File: src/rtl/cpu_dbg_pkg.sv
// Shared constants for the CPU debug read path: state encodings and default widths.
package cpu_dbg_pkg;

    localparam int DEFAULT_DATA_W   = 16;
    localparam int DEFAULT_NUM_REGS = 8;

    localparam logic [2:0] IDLE = 3'd0;
    localparam logic [2:0] READ = 3'd1;
    localparam logic [2:0] CAPT = 3'd2;
    localparam logic [2:0] SEND = 3'd3;
    localparam logic [2:0] CSUM = 3'd4;
    localparam logic [2:0] DONE = 3'd5;

    typedef enum logic [2:0] {
        S_IDLE = IDLE,
        S_READ = READ,
        S_CAPT = CAPT,
        S_SEND = SEND,
        S_CSUM = CSUM,
        S_DONE = DONE
    } state_t;

endpackage

File: src/rtl/reg_dump_reader.sv
// Reads R0..R(NUM_REGS-1) from the register bank and streams them over valid/ready.
// Define REG_DUMP_CHECKSUM_EN to append a modulo-2**DATA_W sum word at index NUM_REGS.
module reg_dump_reader
    import cpu_dbg_pkg::*;
#(
    parameter int NUM_REGS = DEFAULT_NUM_REGS,
    parameter int DATA_W   = DEFAULT_DATA_W,
    parameter int ADDR_W   = 3
) (
    input  logic              CLK,
    input  logic              reset,
    input  logic              start,
    output logic              busy,
    output logic              done,
    output logic [ADDR_W-1:0] rd_addr,
    input  logic [DATA_W-1:0] rd_data,
    output logic [DATA_W-1:0] out_data,
    output logic [ADDR_W:0]   out_index,
    output logic              out_valid,
    input  logic              out_ready
);

    localparam logic [ADDR_W-1:0] LAST_IDX = ADDR_W'(NUM_REGS - 1);

    state_t            state;
    logic [ADDR_W-1:0] idx;
`ifdef REG_DUMP_CHECKSUM_EN
    logic [DATA_W-1:0] sum;
`endif

    // NOTE: every register here is updated with <= so all branches see the
    // pre-edge values; a later <= in the same pass overrides the done default.
    always_ff @(posedge CLK) begin
        if (reset) begin
            state     <= S_IDLE;
            idx       <= '0;
            busy      <= 1'b0;
            done      <= 1'b0;
            rd_addr   <= '0;
            out_data  <= '0;
            out_index <= '0;
            out_valid <= 1'b0;
`ifdef REG_DUMP_CHECKSUM_EN
            sum       <= '0;
`endif
        end else begin
            done <= 1'b0;
            case (state)
                S_IDLE: begin
                    if (start) begin
                        idx     <= '0;
                        rd_addr <= '0;
                        busy    <= 1'b1;
                        state   <= S_READ;
`ifdef REG_DUMP_CHECKSUM_EN
                        sum     <= '0;
`endif
                    end
                end
                // Bank latches rd_addr this cycle; data is visible in CAPT.
                S_READ: state <= S_CAPT;
                S_CAPT: begin
                    out_data  <= rd_data;
                    out_index <= {1'b0, idx};
                    out_valid <= 1'b1;
                    state     <= S_SEND;
`ifdef REG_DUMP_CHECKSUM_EN
                    sum       <= sum + rd_data;
`endif
                end
                S_SEND: begin
                    if (out_valid && out_ready) begin
                        out_valid <= 1'b0;
                        if (idx == LAST_IDX) begin
`ifdef REG_DUMP_CHECKSUM_EN
                            state <= S_CSUM;
`else
                            done  <= 1'b1;
                            state <= S_DONE;
`endif
                        end else begin
                            idx     <= idx + 1'b1;
                            rd_addr <= idx + 1'b1;
                            state   <= S_READ;
                        end
                    end
                end
`ifdef REG_DUMP_CHECKSUM_EN
                // One idle cycle first keeps valid from staying high across words.
                S_CSUM: begin
                    if (!out_valid) begin
                        out_data  <= sum;
                        out_index <= (ADDR_W+1)'(NUM_REGS);
                        out_valid <= 1'b1;
                    end else if (out_ready) begin
                        out_valid <= 1'b0;
                        done      <= 1'b1;
                        state     <= S_DONE;
                    end
                end
`endif
                S_DONE: begin
                    busy  <= 1'b0;
                    state <= S_IDLE;
                end
                default: state <= S_IDLE;
            endcase
        end
    end

endmodule

File: config.mk
export PLATFORM = sky130hd
export DESIGN_NAME = reg_dump_reader
export DESIGN_NICKNAME = d
export VERILOG_FILES = /design/src/rtl/cpu_dbg_pkg.sv /design/src/rtl/reg_dump_reader.sv
export SDC_FILE = /design/constraint.sdc
export NUM_CORES = 1
export LEC_CHECK = 0
export ABC_AREA = 1
export BUFFER_PORTS_ARGS = -buffer_cell sky130_fd_sc_hd__buf_2
export CAP_MARGIN = 20
export CORE_MARGIN = 2
export CORE_UTILIZATION = 45
export DETAILED_ROUTE_END_ITERATION = 12
export GPL_ROUTABILITY_DRIVEN = 0
export PLACE_DENSITY_LB_ADDON = 0.1
export SLEW_MARGIN = 40
export SYNTH_ARGS = -nofsm -noshare
export SYNTH_HDL_FRONTEND = slang
export SYNTH_SLANG_ARGS = --single-unit
export TNS_END_PERCENT = 10
File: constraint.sdc
create_clock -name CLK -period 1.5 [get_ports CLK]
set_input_delay 0.15 -clock CLK [delete_from_list [all_inputs] [get_ports CLK]]
set_output_delay 0.15 -clock CLK [all_outputs]
set_load 0.02 [all_outputs]
# After elaboration in Yosys (flattened, before gate mapping)
# Cells that the tools add are included.
[totals]
ff_bits = 28
latchBits = 0
ram_bits = 0
romBits = 0
inputBits = 20
output_inout_bits = 26
elab_cells = 41
n_memories = 0
[classes]
add_sub_neg = 1
mul = 0
div_mod_pow = 0
magnitude_cmp = 0
eq_ne = 8
shifts = 0
n_mux = 13
bitwise_logic = 2
n_reduce_logical = 10
[op_table]
columns = ["cell", "n"]
rows = [
  ["$mux 3", 6],
  ["$pmux 3 s4", 1],
  ["$eq 3x2->1 const B", 2],
  ["$eq 3x3->1 const B", 2],
  ["$ne 2x2->1 const B", 3],
  ["$pmux 3 s2", 1],
  ["$reduce_and 2->1", 3],
  ["$reduce_bool 2->1", 3],
  ["$pmux 1 s2", 2],
  ["$reduce_and 4->1", 1],
  ["$add 3x1->3 const B", 1],
  ["$eq 3x1->1 const B", 1],
  ["$logic_not 3->1", 1],
  ["$mux 1", 3],
  ["$reduce_or 3->1", 1],
  ["$not 1->1", 2],
  ["$logic_and 1x1->1", 1],
]

# Longest topological paths before layout
# Gate-level depths: netlist of run 1.
[logic_depth]
ltp_word = 4
mapped_depth = 7
depth_no_buf = 7

# Worst setup path after synthesis of run 1
# Ideal clock, no wire load.
[synth_timing]
path_kind = "reg2reg"
from = "register idx[0]"
to = "register idx[0]"
setup_time_ns = 0.113
t_arrival_ns = 1.278
t_required_ns = 1.387
setup_slack_ns = 0.108
stages_incl_launch_ff = 7
path_buffers = 0
synth_period_minus_slack_ns = 1.392
cell_sequence = "dfxtp_1 -> ha_1 -> ha_1 -> o21ai_0 -> nand3_1 -> nor2_1 -> nor2_1"
[synth_via]
elab_chain_len = 4
elab_cells_between_ends = 7
cone_classes = "add/sub: 1; eq/ne: 2; mux: 3; reduce/logical: 1"
[synth_lines]
columns = ["element", "line_no", "rtl"]
rows = [
  ["start, declared", "reg_dump_reader.sv:26", "logic [ADDR_W-1:0] idx;"],
  ["start signal, assigned", "reg_dump_reader.sv:82", "idx <= idx + 1'b1;"],
  ["$add 3x1->3", "reg_dump_reader.sv:82", ""],
  ["$mux 3", "reg_dump_reader.sv:74", "if (idx == LAST_IDX) begin"],
  ["$mux 3", "reg_dump_reader.sv:72", "if (out_valid && out_ready) begin"],
  ["$pmux 3 s2", "reg_dump_reader.sv:48", "case (state)"],
]
# Parallel ways exist; a longest one is shown, timed or not. The select of a mux whose other input is x is not followed.
# A chain may end at the register's enable or synchronous reset.

# Final worst setup path of run 1
# Same ends and word-level chain as after synthesis.

==> qor.yml, run 1 <==
synth_area_leaders: "dfxtp_1 (51%), nor2_1 (16%), o21ai_0 (9.0%)"
grt_pass1_wl_um: 3840
setup_ws_ns: 0.154
synthArstFlopShare_pct: 0
wl_per_cell_um: 10.6
pwr_density_cell_nw_per_um2: 1260
crit_start: "idx[0]"
insertion_delay_ns: 0.31
synth_nets: 166
cts_setup_buffers: 0
synth_compound_gate_area_share_pct: 11.6
firstDrtPassIters: 4
fmax_mhz: 743
synth_top_family_by_area: "simple AND/OR/NAND/NOR gates"
area_delta_synth_final_pct: 21.5
portBuffers: 44
min_period_over_period_pct: 89.7
synth_adder_area_share_pct: 2.25
worstSetupStartpointType: "flip-flop"
cp.arrival_ns: 1.61
fp.dieW_um: 53.7
synth-edff-count: 0
grt_pass1_vias: 940
cts_buffers: 3
drive_gt1_share_pct: 28.6
antenna_cells: 0
crit_path_max_fanout: 4
rsz0062_at_grt: "no"
hpwl_um: 1710
netlist-cell-type-count: 22
clk_path_buf_depth: 2
p_leak_nw: 0.665
synthTopCellsByCount: "nor2_1 (46), dfxtp_1 (28), o21ai_0 (20)"
hold_viol: 0
ios: 46
worstMarginPinSlew_ns: 0.533
via_per_inst: 4.86
core_region_area_um2: 2280
vias: 1035
drt_iter0_drc: 10
synth_top_area_cell: "dfxtp_1"
synth-xor-area-share_pct: 0
placementRows: 17
fillers: 233
skew_ns: 0.00342
setup_viol: 0
finalWorstPathRequiredPeriod_ns: 1.35
synth_top_area_share_pct: 50.5
yosysSeqAreaShare_pct: 50.5
r2r_cells: 7
drc: 0
worstSetupEndpointType: "flip-flop"
outcome: "finished clean"
ir_drop_v: 0.000676
dieArea_um2: 2880
synth.most_common_cell: "nor2_1"
syn_inst: 144
drt-total-wl_um: 2250
ys_ff_latch: 28
grt_usage_pct: 18.2
htreeDepth: 1
cts_tree: "done"
relSlewSlack_pct: 64.4
synth_warnings: 0
antenna_found_initial: 0
drv_cap: 0
dp_slack_ns: 0.0791
nets: 209
grt_max_degree: 23
synth.avg_cell_area_um2: 7.71
root_buffer: "clkbuf_4"
synth_area_um2: 1110
regToRegSetupSlack_ns: 0.15
drtAntennaViolNets: 0
initial_core_util_pct: 48.8
worst-endpoint-required_ns: 1.76
clkSinkCount: 28
synthMuxAreaShare_pct: 0
path_clk_slew_ns: 0.14
final_max_slew_viol_count: 0
fp.dieH_um: 53.7
synth-simple-area-share_pct: 28.2
overflow: 0
rr_startpoint: "idx[0]"
min_path_type: "input pin to flip-flop"
crit_end: "idx[0]"
fin_tns_setup_ns: 0
ys.flop_type: "dfxtp_1"
worst_r2r_endpoint: "idx[0]"
crit_type: "flip-flop to flip-flop"
[power by group]
group | switching [mW] | total (mW) | internal, mW | leakage (nW)
logic | 0.328 | 0.511 | 0.183 | 0.422
clock network | 0.198 | 0.292 | 0.0939 | 0.0138
registers | 0.0564 | 0.898 | 0.841 | 0.230
total | 0.583 | 1.70 | 1.12 | 0.665
[worst min-delay path by stage]
stage | end | slack [ns] | startpoint | cells after the start
after floorplan | busy | 0.22 | reset | 1
after global placement | out_data[8] | 0.40 | rd_data[8] | 3
after detailed placement | out_data[1] | 0.41 | rd_data[1] | 3
after CTS | busy | 0.06 | reset | 2
after global routing | busy | 0.07 | reset | 2
final | busy | 0.07 | reset | 2
[routing by layer]
layer	vias up	part of all wire [%]	track usage, %
met1	461	44	21.2
li1	545	-	-
met2	27	49	32.5
met5	-	0	0
met3	2	6.6	3.33
met4	0	0.75	7.69
[sequential cells by signal (all words and copies together), names as in the netlist]
register,count
idx,3
out_index,3
done,1
out_valid,1
out_data,16
busy,1
state,3
[through the flow]
| stage | area [um2] | hold slack [ns] | total power, mW | instances | utilization (%) |
|---|---|---|---|---|---|
| 2_1_floorplan | 1110 | 0.219 | 1.29 | 144 | - |
| 3_3_place_gp | 1320 | 0.396 | 1.41 | 210 | 57.9 |
| 3_5_place_dp | 1320 | 0.409 | 1.43 | 210 | 57.9 |
| 4_1_cts | 1340 | 0.0617 | 1.72 | 213 | 58.9 |
| 5_1_grt | 1350 | 0.0663 | 1.84 | 213 | 59.3 |
| 6_report | 1350 | 0.0695 | 1.70 | 213 | 59.3 |
[worst max-delay path, cell delays in order, from the launching register on]
cell and delay, ns:
dfxtp_1 0.36, ha_1 0.20, ha_1 0.19, o21ai_1 0.21, nand3_1 0.12, nand2_1 0.07
nand2_1 0.04, nor2_1 0.09
[layout by cell type, fill, tap and decap left out]
| master | instances |
|---|---|
| o21ai_1 | 1 |
| conb_1 | 1 |
| o21ai_0 | 19 |
| nor2_1 | 46 |
| buf_2 | 44 |
| nor2_4 | 1 |
| a21oi_2 | 1 |
| inv_2 | 1 |
| nand3_4 | 1 |
| inv_1 | 4 |
| ha_1 | 2 |
| nand4_1 | 2 |
| nor3_1 | 2 |
| buf_4 | 1 |
| nand3b_1 | 1 |
| dfxtp_1 | 28 |
| nor4_1 | 1 |
| a21oi_1 | 4 |
| nand3_1 | 3 |
| inv_4 | 1 |
| nand2_1 | 18 |
| clkbuf_4 | 3 |
[cells by family (layout without fill, tap and decap cells)]
family | after synthesis | after routing
simple gates | 75 | 75
flops | 28 | 28
fa+ha+maj | 2 | 2
other cells | 1 | 1
compound gates | 25 | 25
buf+inv | 13 | 54
[layout make-up]
cell class	count	area (um2)	area share [%]
clock buffers	3	22.5	1.67
inverters	6	25.0	1.86
multi-input cells	103	478	35.4
flip-flops and latches	28	561	41.6
well taps	28	35.0	2.60
repair buffers	45	228	16.9
[timing repair]
item / in CTS / in global routing
setup endpoints to repair: 0 / 4
hold endpoints to repair: 0 / 0
gates resized for setup: 0 / 2
hold buffers: 0 / 0
Note: power is estimated with default switching activity, not from simulation.
==> run 2: changes to the inputs <==
Settings changed: CELL_PAD_IN_SITES_DETAIL_PLACEMENT set to 0, CELL_PAD_IN_SITES_GLOBAL_PLACEMENT set to 1, CORE_UTILIZATION 45 to 32, CTS_CLUSTER_DIAMETER set to 30.
==> run 2 against run 1 <==
Effect of this change:
- sequential share of layout area decreased by 2.0 points
- hold slack got worse by 0.017 ns
- count of clock-buffer cells in the layout unchanged
- cell area increased by 5.0%
- core utilization decreased by 17 points
- clock skew increased by 0.0056 ns
- total power increased by 12%
- critical path type unchanged
- critical endpoint unchanged
- largest power group unchanged
- highest routed layer unchanged
==> qor.yml, run 2 (synthesis gave the netlist of run 1 again) <==
outcome: "finished clean"
grt_usage_pct: 12.2  # -6.1 points
cts_buffers: 3  # unchanged
portBuffers: 44  # unchanged
dieArea_um2: 3960  # +37%
rsz0062_at_grt: "no"
cp.arrival_ns: 1.64  # +0.03 ns
antenna_found_initial: 0  # unchanged
drc: 0  # unchanged
final_core_util_pct: 42.4  # -17 points
finalWorstPathRequiredPeriod_ns: 1.36  # +0.0123 ns
placementRows: 21  # +4
overflow: 0  # unchanged
worstSetupEndpointType: "flip-flop"
p_leak_nw: 0.692  # +4.1%
fin_cells: 235  # +10%
wl_per_cell_um: 9.86  # -6.8%
root_buffer: "clkbuf_4"
clkSinkCount: 28  # unchanged
hpwl_um: 1790  # +4.7%
ios: 46  # unchanged
grt_pass1_wl_um: 3870  # +0.89%
fmax_mhz: 736  # -0.91%
min_path_type: "input pin to flip-flop"
pwr_density_cell_nw_per_um2: 1340  # +6.4%
firstDrtPassIters: 4  # unchanged
via_per_inst: 4.45  # -8.5%
htreeDepth: 1  # unchanged
cts_setup_buffers: 0  # unchanged
cpLargestDelayFamily: "adder cells"
crit_type: "flip-flop to flip-flop"
clk_path_buf_depth: 2  # unchanged
layout_common_cells: "nor2_1 (46), buf_2 (44), dfxtp_1 (28)"
drtAntennaViolNets: 0  # unchanged
worstSetupStartpointType: "flip-flop"
min_period_over_period_pct: 90.6  # +0.82 points
grt_pass1_vias: 904  # -3.8%
worst-endpoint-required_ns: 1.78  # +0.02 ns
vias: 1045  # +0.97%
fp.dieH_um: 62.9  # +17%
final_common_cell: "nor2_1"
dpl.cell_count: 231  # +10%
cp_slowest_cell: "dfxtp_1"
r2r_cells: 7  # unchanged
cts_hold_buffers: 0  # unchanged
antenna_cells: 0  # unchanged
initial_core_util_pct: 33.3  # -16 points
drive_gt1_share_pct: 30.2  # +1.5 points
fp.dieW_um: 62.9  # +17%
worst-path-buf-inv: 0  # unchanged
core_region_area_um2: 3340  # +47%
holdPathStages: 3  # +1
fin_tns_setup_ns: 0  # unchanged
final_max_slew_viol_count: 0  # unchanged
dp_slack_ns: 0.0629  # -0.0162 ns
drt_iter0_drc: 34  # +24
grt_max_degree: 22  # -4.3%
setup_ws_ns: 0.142  # -0.0123 ns
cp_slowest_stage_delay_ns: 0.36  # about the same
cts_tree: "done"
setup_viol: 0  # unchanged
hold_viol: 0  # unchanged
nets: 212  # +1.4%
drt-total-wl_um: 2320  # +2.8%
drv_cap: 0  # unchanged
area_delta_synth_final_pct: 27.6
insertion_delay_ns: 0.33  # +0.02 ns
finalPower_mw: 1.90  # +12%
crit_path_max_fanout: 4  # unchanged
regToRegSetupSlack_ns: 0.14  # about the same
path_cells: "ha_1 -> ha_1 -> o21ai_1 -> nand3_1 -> nand2_1 -> nand2_1 -> nor2_1"
skew_ns: 0.00902  # +0.00560 ns
crit_cells: 7  # unchanged
ir_drop_v: 0.000434  # -36%
top_register: "out_data"
place_area_um2: 1360  # +3.4%
timing.hold.ws_ns: 0.0529  # -0.0166 ns
largest_reg_flops: 16  # unchanged
path_clk_slew_ns: 0.15  # about the same
final_cell_area_um2: 1420  # +5.0%
ctsResizeCount: 0  # unchanged
==> run 2: layout make-up <==
type / count / area, um2
Fill cell: 388 / 1920
Sequential cell: 28 / 561
Multi-Input combinational cell: 103 / 470
Timing Repair Buffer: 48 / 250
Tap cell: 46 / 57.6
Clock inverter: 1 / 30.0
Inverter: 6 / 25.0
Clock buffer: 3 / 22.5
==> run 2: final timing paths <==
path / startpoint / to
worst max-delay path: idx[0] / idx[0]
worst min-delay path: rd_data[12] / out_data[12]
worst max register to register: idx[0] / idx[0]
worst min register to register: busy / busy
==> run 2: report_power, final <==
| part | internal [mW] | switching, mW |
|---|---|---|
| combinational | 0.188 | 0.327 |
| clock | 0.270 | 0.217 |
| sequential | 0.842 | 0.0567 |
==> run 2: layer usage <==
| layer | GRT usage, % | share of wire [%] |
|---|---|---|
| met5 | 0 | 0 |
| met4 | 5.00 | 1.7 |
| met3 | 2.34 | 4.3 |
| met2 | 20.6 | 48 |
| met1 | 15.0 | 46 |
==> run 2: worst min-delay path: cells and delay by family <==
| family | cells | cell delay (ns) |
|---|---|---|
| simple gates | 1 | 0.07 |
| compound gates | 1 | 0.07 |
| buf+inv | 1 | 0.07 |
